==> config.mk <==
export PLATFORM = sky130hd
export DESIGN_NAME = memory_bus_arbiter
export DESIGN_NICKNAME = d
export VERILOG_FILES = /design/src/rtl/glasscell_pkg.sv /design/src/rtl/rr_priority_select.sv /design/src/rtl/memory_bus_arbiter.sv
export SDC_FILE = /design/constraint.sdc
export NUM_CORES = 1
export LEC_CHECK = 0
export ABC_AREA = 1
export BUFFER_PORTS_ARGS = -buffer_cell sky130_fd_sc_hd__buf_2
export CORE_AREA = 2 2 109 111
export CTS_BUF_LIST = sky130_fd_sc_hd__clkbuf_2
export DETAILED_ROUTE_END_ITERATION = 10
export DIE_AREA = 0 0 111 113
export HOLD_SLACK_MARGIN = 0.1
export PLACE_DENSITY = 0.5
export SYNTH_ARGS = -nofsm -noshare
export SYNTH_HDL_FRONTEND = slang
export SYNTH_SLANG_ARGS = --single-unit
==> constraint.sdc <==
create_clock -name clk -period 2.58 [get_ports clk]
set_clock_uncertainty 0.05 [all_clocks]
set_input_delay 0.258 -clock clk [delete_from_list [all_inputs] [get_ports clk]]
set_output_delay 0.258 -clock clk [all_outputs]
set_load 0.03 [all_outputs]
==> src/rtl/glasscell_pkg.sv <==
// glasscell_pkg: shared types for the memory bus arbiter (transfer size, arbiter state).
package glasscell_pkg;

  localparam int unsigned DW_BITS = 2;

  typedef enum logic [DW_BITS-1:0] {
    DW_BYTE = 2'd0,
    DW_HALF = 2'd1,
    DW_WORD = 2'd2
  } data_width_e;

  typedef enum logic {
    ARB_IDLE  = 1'b0,
    ARB_OWNED = 1'b1
  } arb_state_e;

  // Index width for an N-entry vector; never narrower than one bit.
  function automatic int unsigned idx_width(input int unsigned n);
    return (n > 1) ? $clog2(n) : 1;
  endfunction

endpackage

==> src/rtl/rr_priority_select.sv <==
// rr_priority_select: picks the first set request at or after the pointer, wrapping N-1 -> 0.
module rr_priority_select
  import glasscell_pkg::*;
#(
  parameter int unsigned N  = 2,
  parameter int unsigned IW = idx_width(N)
) (
  input  logic [N-1:0]  req_i,
  input  logic [IW-1:0] ptr_i,
  output logic [IW-1:0] winner_o,
  output logic          valid_o
);

  logic [2*N-1:0] dbl_c;
  logic [N-1:0]   rot_c;
  logic [IW:0]    sum_c;

  // Rotate so the pointer position sits at bit 0, then scan downward so the
  // lowest rotated offset (closest to the pointer) is the last write and wins.
  always_comb begin
    dbl_c    = {req_i, req_i} >> ptr_i;
    rot_c    = dbl_c[N-1:0];
    sum_c    = '0;
    winner_o = '0;
    valid_o  = 1'b0;
    for (int k = N - 1; k >= 0; k--) begin
      if (rot_c[k]) begin
        sum_c = {1'b0, ptr_i} + (IW+1)'(k);
        if (sum_c >= (IW+1)'(N)) begin
          sum_c = sum_c - (IW+1)'(N);
        end
        winner_o = sum_c[IW-1:0];
        valid_o  = 1'b1;
      end
    end
  end

endmodule

==> src/rtl/memory_bus_arbiter.sv <==
// memory_bus_arbiter: round-robin arbiter giving one of MASTERS bus masters
// ownership of a single memory port for the whole of its bus cycle.
// Optional watchdog that aborts stuck cycles: define ARBITER_WATCHDOG_EN.
module memory_bus_arbiter
  import glasscell_pkg::*;
#(
  parameter int unsigned MASTERS        = 2,
  parameter int unsigned ADDRESS_WIDTH  = 32,
  parameter int unsigned DATA_WIDTH     = 32,
  parameter int unsigned TIMEOUT_CYCLES = 255
) (
  input  logic                             clk,
  input  logic                             rst_n,
  input  logic [MASTERS-1:0]               MasterCycle_i,
  input  logic [MASTERS-1:0]               MasterStrobe_i,
  input  logic [MASTERS-1:0]               MasterReadWrite_i,
  input  logic [DW_BITS*MASTERS-1:0]       MasterDataWidth_i,
  input  logic [ADDRESS_WIDTH*MASTERS-1:0] MasterAddress_i,
  input  logic [DATA_WIDTH*MASTERS-1:0]    MasterDataIn_i,
  output logic [DATA_WIDTH-1:0]            MasterDataOut_o,
  output logic [MASTERS-1:0]               MasterAcknowledge_o,
  output logic [MASTERS-1:0]               MasterStall_o,
  output logic [MASTERS-1:0]               MasterError_o,
  output logic                             MemoryCycle_o,
  output logic                             MemoryStrobe_o,
  output logic                             MemoryReadWrite_o,
  output logic [DW_BITS-1:0]               MemoryDataWidth_o,
  output logic [ADDRESS_WIDTH-1:0]         MemoryAddress_o,
  output logic [DATA_WIDTH-1:0]            MemoryDataOut_o,
  input  logic [DATA_WIDTH-1:0]            MemoryDataIn_i,
  input  logic                             MemoryAcknowledge_i,
  input  logic                             MemoryStall_i
);

  localparam int unsigned IW = idx_width(MASTERS);

  // Elaboration-time guard on the supported configuration range.
  if (MASTERS < 2 || MASTERS > 8 || TIMEOUT_CYCLES < 1) begin : g_bad_param
    $error("memory_bus_arbiter: MASTERS must be 2..8 and TIMEOUT_CYCLES >= 1");
  end

  arb_state_e    state_q, state_d;
  logic [IW-1:0] grant_q, grant_d;
  logic [IW-1:0] ptr_q, ptr_d;
  logic [IW-1:0] winner_c;
  logic          win_valid_c;
  logic [IW-1:0] grant_inc_c;
  logic          owned_c;
  logic          timeout_c;

  assign owned_c         = (state_q == ARB_OWNED);
  assign grant_inc_c     = (grant_q == IW'(MASTERS - 1)) ? '0 : grant_q + IW'(1);
  assign MasterDataOut_o = MemoryDataIn_i;

  rr_priority_select #(
    .N  (MASTERS),
    .IW (IW)
  ) u_rr_select (
    .req_i    (MasterCycle_i),
    .ptr_i    (ptr_q),
    .winner_o (winner_c),
    .valid_o  (win_valid_c)
  );

`ifdef ARBITER_WATCHDOG_EN
  localparam int unsigned CW = $clog2(TIMEOUT_CYCLES + 1);

  logic [CW-1:0] wdog_q, wdog_d;

  assign timeout_c = owned_c && (wdog_q == CW'(TIMEOUT_CYCLES));

  // Count owned cycles without an acknowledge; zero whenever ownership starts or ends.
  always_comb begin
    wdog_d = '0;
    if (owned_c && (state_d == ARB_OWNED) && !MemoryAcknowledge_i) begin
      wdog_d = wdog_q + CW'(1);
    end
  end

  // Watchdog counter register.
  always_ff @(posedge clk or negedge rst_n) begin
    if (!rst_n) begin
      wdog_q <= '0;
    end else begin
      wdog_q <= wdog_d;
    end
  end
`else
  assign timeout_c = 1'b0;
`endif

  // Arbitration FSM next state: grant in IDLE, hold until release or timeout.
  always_comb begin
    state_d = state_q;
    grant_d = grant_q;
    ptr_d   = ptr_q;
    unique case (state_q)
      ARB_IDLE: begin
        if (win_valid_c) begin
          state_d = ARB_OWNED;
          grant_d = winner_c;
        end
      end
      ARB_OWNED: begin
        if (timeout_c || !MasterCycle_i[grant_q]) begin
          state_d = ARB_IDLE;
          ptr_d   = grant_inc_c;
        end
      end
      default: state_d = ARB_IDLE;
    endcase
  end

  // State, grant and round-robin pointer registers.
  always_ff @(posedge clk or negedge rst_n) begin
    if (!rst_n) begin
      state_q <= ARB_IDLE;
      grant_q <= '0;
      ptr_q   <= '0;
    end else begin
      state_q <= state_d;
      grant_q <= grant_d;
      ptr_q   <= ptr_d;
    end
  end

  // Forward the owner's request to memory and route the handshake back to it;
  // every other requester is held off with a stall.
  always_comb begin
    MemoryCycle_o       = 1'b0;
    MemoryStrobe_o      = 1'b0;
    MemoryReadWrite_o   = 1'b0;
    MemoryDataWidth_o   = '0;
    MemoryAddress_o     = '0;
    MemoryDataOut_o     = '0;
    MasterAcknowledge_o = '0;
    MasterStall_o       = '0;
    MasterError_o       = '0;
    if (rst_n) begin
      MasterStall_o = MasterCycle_i;
      if (owned_c) begin
        MemoryCycle_o                = MasterCycle_i[grant_q];
        MemoryStrobe_o               = MasterStrobe_i[grant_q];
        MemoryReadWrite_o            = MasterReadWrite_i[grant_q];
        MemoryDataWidth_o            = MasterDataWidth_i[grant_q*DW_BITS +: DW_BITS];
        MemoryAddress_o              = MasterAddress_i[grant_q*ADDRESS_WIDTH +: ADDRESS_WIDTH];
        MemoryDataOut_o              = MasterDataIn_i[grant_q*DATA_WIDTH +: DATA_WIDTH];
        MasterStall_o[grant_q]       = MemoryStall_i;
        MasterAcknowledge_o[grant_q] = MemoryAcknowledge_i;
        MasterError_o[grant_q]       = timeout_c;
      end
    end
  end

endmodule

# [Word level (Yosys, flattened, before mapping)]
# Index checks and enable logic that the tools add are counted.
[op_classes] muxes=35 mul=0 eq_ne=0 bitwise=3 n_reduce_logical=3 div=0 shift=4 addsub=4 n_lt_le_gt_ge=4
[ops] cell="two-way mux 32 bit" count=4
[ops] cell="variable part select 64 x 7 -> 32 bit" count=2
[ops] cell="two-way mux 1 bit" count=22
[ops] cell="two-way mux 2 bit" count=6
[ops] cell="AND reduction 2 bit" count=2
[ops] cell="variable part select 4 x 3 -> 2 bit" count=1
[ops] cell=">> shifter 4 x 1 -> 2 bit" count=1
[ops] cell="adder 1 x 1 -> 2 bit (second input constant)" count=1
[ops] cell="bitwise AND 2 bit" count=1
[ops] cell="bitwise mux 2 bit" count=1
[ops] cell="greater-or-equal comparator 1 x 2 -> 1 bit (second input constant)" count=1
[ops] cell="greater-or-equal comparator 2 bit (second input constant)" count=1
[ops] cell="less-than comparator 1 x 2 -> 1 bit (second input constant)" count=1
[ops] cell="NOT 1 bit" count=2
[ops] cell="case mux 1 bit (2 select lines)" count=1
[ops] cell="subtractor 1 bit (second input constant)" count=2
[ops] cell="adder 1 bit (second input constant)" count=1
[ops] cell="demux 1 bit (select 1 bit)" count=1
[ops] cell="greater-or-equal comparator 1 bit (second input constant)" count=1
[ops] cell="logical AND 1 bit" count=1
[totals] rom_bits=0 latchBits=0 wordCells=56 output_inout_bits=107 reg_bits=3 ram_bits=0 memories=0

# [Depth between registers and ports, before layout]
[depth] word_depth=7 ltp_mapped=5

# [Cells and area by module]
# A second synthesis with hierarchy kept.
[unflattened] hier_cells=296 hier_area_um2=1540.2
[modules_own_cells] mod="memory_bus_arbiter" area_each_um2=1521.5 n_inst=1 cells_each=292 seq_area_each_um2=75.1
[modules_own_cells] mod="rr_priority_select" area_each_um2=18.8 n_inst=1 cells_each=4 seq_area_each_um2=0.0

# [Worst setup path before layout]
# Ideal clock, no wire load.
[synth_timing] kind="reg-to-output" startpoint="reg grant_q" endpoint="out MemoryAddress_o[0]" path_stages_with_launch=5 slack_ns=0.810 arrival_ns=1.462 path_cell_list="dfrtp_1 > inv_2 > clkbuf_1 > nor2_1 > nor3_1"
[synth_via] elab_chain_len=3
[synth_lines] item="from (decl)" line="memory_bus_arbiter.sv:43" source="logic [IW-1:0] grant_q, grant_d;"
[synth_lines] item="from (signal assigned)" line="memory_bus_arbiter.sv:122" source="grant_q <= grant_d;"
[synth_lines] item="variable part select 64 x 7 -> 32 bit" line="memory_bus_arbiter.sv:146" source="MemoryAddress_o = MasterAddress_i[grant_q*ADDRESS_WIDTH +: ADDRESS_WIDTH];"
[synth_lines] item="two-way mux 32 bit" line="memory_bus_arbiter.sv:141" source="if (owned_c) begin"
[synth_lines] item="two-way mux 32 bit" line="memory_bus_arbiter.sv:139" source="if (rst_n) begin"
[synth_lines] item="to (decl)" line="memory_bus_arbiter.sv:28" source="output logic [ADDRESS_WIDTH-1:0] MemoryAddress_o,"
# Every way passes these cells.

# [Final worst setup path]
[layout_timing] startpoint="in rst_n" endpoint="out MemoryAddress_o[3]"
[layout_via] elab_chain_len=1
[layout_lines] item="from (decl)" line="memory_bus_arbiter.sv:13" source="input logic rst_n,"
[layout_lines] item="two-way mux 32 bit" line="memory_bus_arbiter.sv:139"
# Every way passes these cells.

==> metrics <==
DR vias/cell a little over 4; Worst R2R Start grant_q$_DFFE_PN0P_; first-pass GRT wire length about 10000 um; Crit. Startpoint rst_n; delay of the slowest cell on the worst path 540 ps; worst-path maximum fanout ~70; cell with the most instances after synthesis nor2_1; critical path arrival around 2100 ps; global placer's final weighted congestion 0.855; post-place setup slack ~710 ps; Initial DRT Pass Iterations 4; post-route cell area approximately 2400 sq um; initial antenna violation count 0; Crit path required time between 2000 and 2500 ps; CP endpoint kind primary output; Post-synth EDFFs 0; placed cell area between 2000 and 2500 sq um; synth top area cells nor2_1 (35%), nor3_1 (20%), buf_4 (18%); P_leak roughly 1.4 nW; final WL 6400 um; fin util 0.216; CTS buffer count 3; Max IR drop VDD 0.412 mV; Slew headroom 0.469; Vias between 2000 and 2500; pin count of the biggest net entering global routing 70; final net count between 600 and 700; Post-DP HPWL ~5200 um; run status completed; die area roughly 13000 sq um; CTS H-tree depth 1; final slew viol count 0; post-synthesis cell type count 19; Slew @ Worst Pin about 800 ps; Root Driver clkbuf_2; Die Height 113 um; setup TNS 0 ps; CTS Sinks 3; Power Density between 900 and 1000 nW/um^2; worst-path cell chain dlygate4sd3_1, buf_2, nand2_4, nor3_1, buf_2; layout cells sized above 1 0.505; yosys warns 0; Area growth, synth to finish 63.7%; Tot Pwr approximately 2.2 mW; fin crit period between 2000 and 2500 ps; PostCTS Resize Cnt 0; Reg clk slew, reported paths roughly 40 ps; clk_lat worst skew 210 ps; Worst setup endpoint MemoryAddress_o[3]; Tightest Hold Check Type in2reg; CP Launch Type input port; Core Footprint approximately 11000 sq um; Synth area leader nor2_1; CP most frequent cell buf_2; RSZ-0062 raised after global routing no; Max Fclk 0.422 GHz; Worst path slowest cell dlygate4sd3_1; Reg2Reg Depth 4; mapped cell area 1490 sq um; top cell type's share of synthesized area 0.349; syn avg cell area slightly above 5 sq um; Final Setup Violations 0; FF-to-FF End owned_c$_DFF_PN0_; Max-Cap Viols 0; Tot GR Track Use 0.0919; Tcrit/Tclk final 0.920; Main synth FF type dfrtp_1; post-route ant nets 0; critical path class in2out; share of the yosys chip area belonging to registers 0.0505; input/output buffers about 210; Final WS setup a little over 200 ps; initial core utilization 0.132; ys async rst share 1.00; synthesized instance count approximately 290; Ports 281; die width about 110 um; wire length per cell approximately 11 um; fill count about 1300; Post-route DRC 0; vias in the first global route roughly 2200; final hold vios 0; top cells by count, synth nor2_1 (138), nor3_1 (60), buf_4 (36); gr ovfl total 0; Iter 0 DRT Violations 65; Register-to-Register Setup Slack roughly 1400 ps; TritonCTS clock tree yes; clock buffer depth 2; diode count 0; FP Rows 39; Yosys reg bits 3
how the worst min path moves through the flow:
stage                          start                  end  slack [ps]  cells after the start
CTS                 MasterCycle_i[1]  grant_q$_DFFE_PN0P_         270                      3
detailed placement             rst_n    ptr_q$_DFFE_PN0P_          50                      1
floorplan                      rst_n  grant_q$_DFFE_PN0P_         -90                      0
finish              MasterCycle_i[1]  grant_q$_DFFE_PN0P_         280                      3
global route        MasterCycle_i[1]  grant_q$_DFFE_PN0P_         310                      3
global placement               rst_n    ptr_q$_DFFE_PN0P_          50                      1
logic make-up after synthesis:
logic type	synth area share
and+or+nand+nor	0.666
DFF	0.0505
other	0.00252
buffers and inverters	0.265
AOI/OAI and AO/OA	0.0168
through the flow:
step | cells | hold WS (ps)
finish | 604 | 284
global route | 604 | 306
CTS | 604 | 269
detailed placement | 599 | 50.4
global placement | 599 | 52.1
floorplan | 295 | -87.6
cell type report:
cell class,instances,area [sq um],share of cell area
clock buffer,4,20.0,0.00823
inverter,3,11.3,0.00463
multi-input combinational,232,1020,0.420
sequential,3,76.3,0.0314
tap,143,179,0.0736
timing repair buffer,219,1120,0.462
per-layer routing:
metal / vias to the layer above / wire length [um] / global-route usage
met1: 1037 / 2370 / 0.0963
li1: 1233 / - / -
met3: 6 / 674 / 0.0241
met2: 155 / 3280 / 0.180
met4: 0 / 72 / 0.0258
met5: - / 0 / 0
report_power, final:
group | switching, mW | internal (mW) | total (mW)
logic | 1.43 | 0.607 | 2.04
clock network | 0.0271 | 0.0409 | 0.0680
registers | 0.0612 | 0.0720 | 0.133
total | 1.52 | 0.720 | 2.24
worst max-delay path: cells and delay by family:
kind / cells / cell delay [ps]
and+or+nand+nor: 2 / 760
buffers and inverters: 3 / 990
state kept, by name, summed over array words and instances, names as in the netlist:
register,count
owned_c,1
grant_q,1
ptr_q,1
cells in the final DEF (no fill, tap or decap), drive strengths merged:
master and n:
conb 2, o21ai 2, nand3b 1, nand4 1, inv 3, nor2 138
nand2 14, dfrtp 3, nor3 68, dlygate4sd3 1, a21oi 3, clkbuf 4
nand3 2, buf 218, and2 1
timing repair:
| item | 4_1_cts | 5_1_grt |
|---|---|---|
| hold buffers | 1 | 0 |
| buffers inserted | 0 | 0 |
| endpoints found under the hold margin | 3 | 0 |
(Power assumes the default switching activity.)
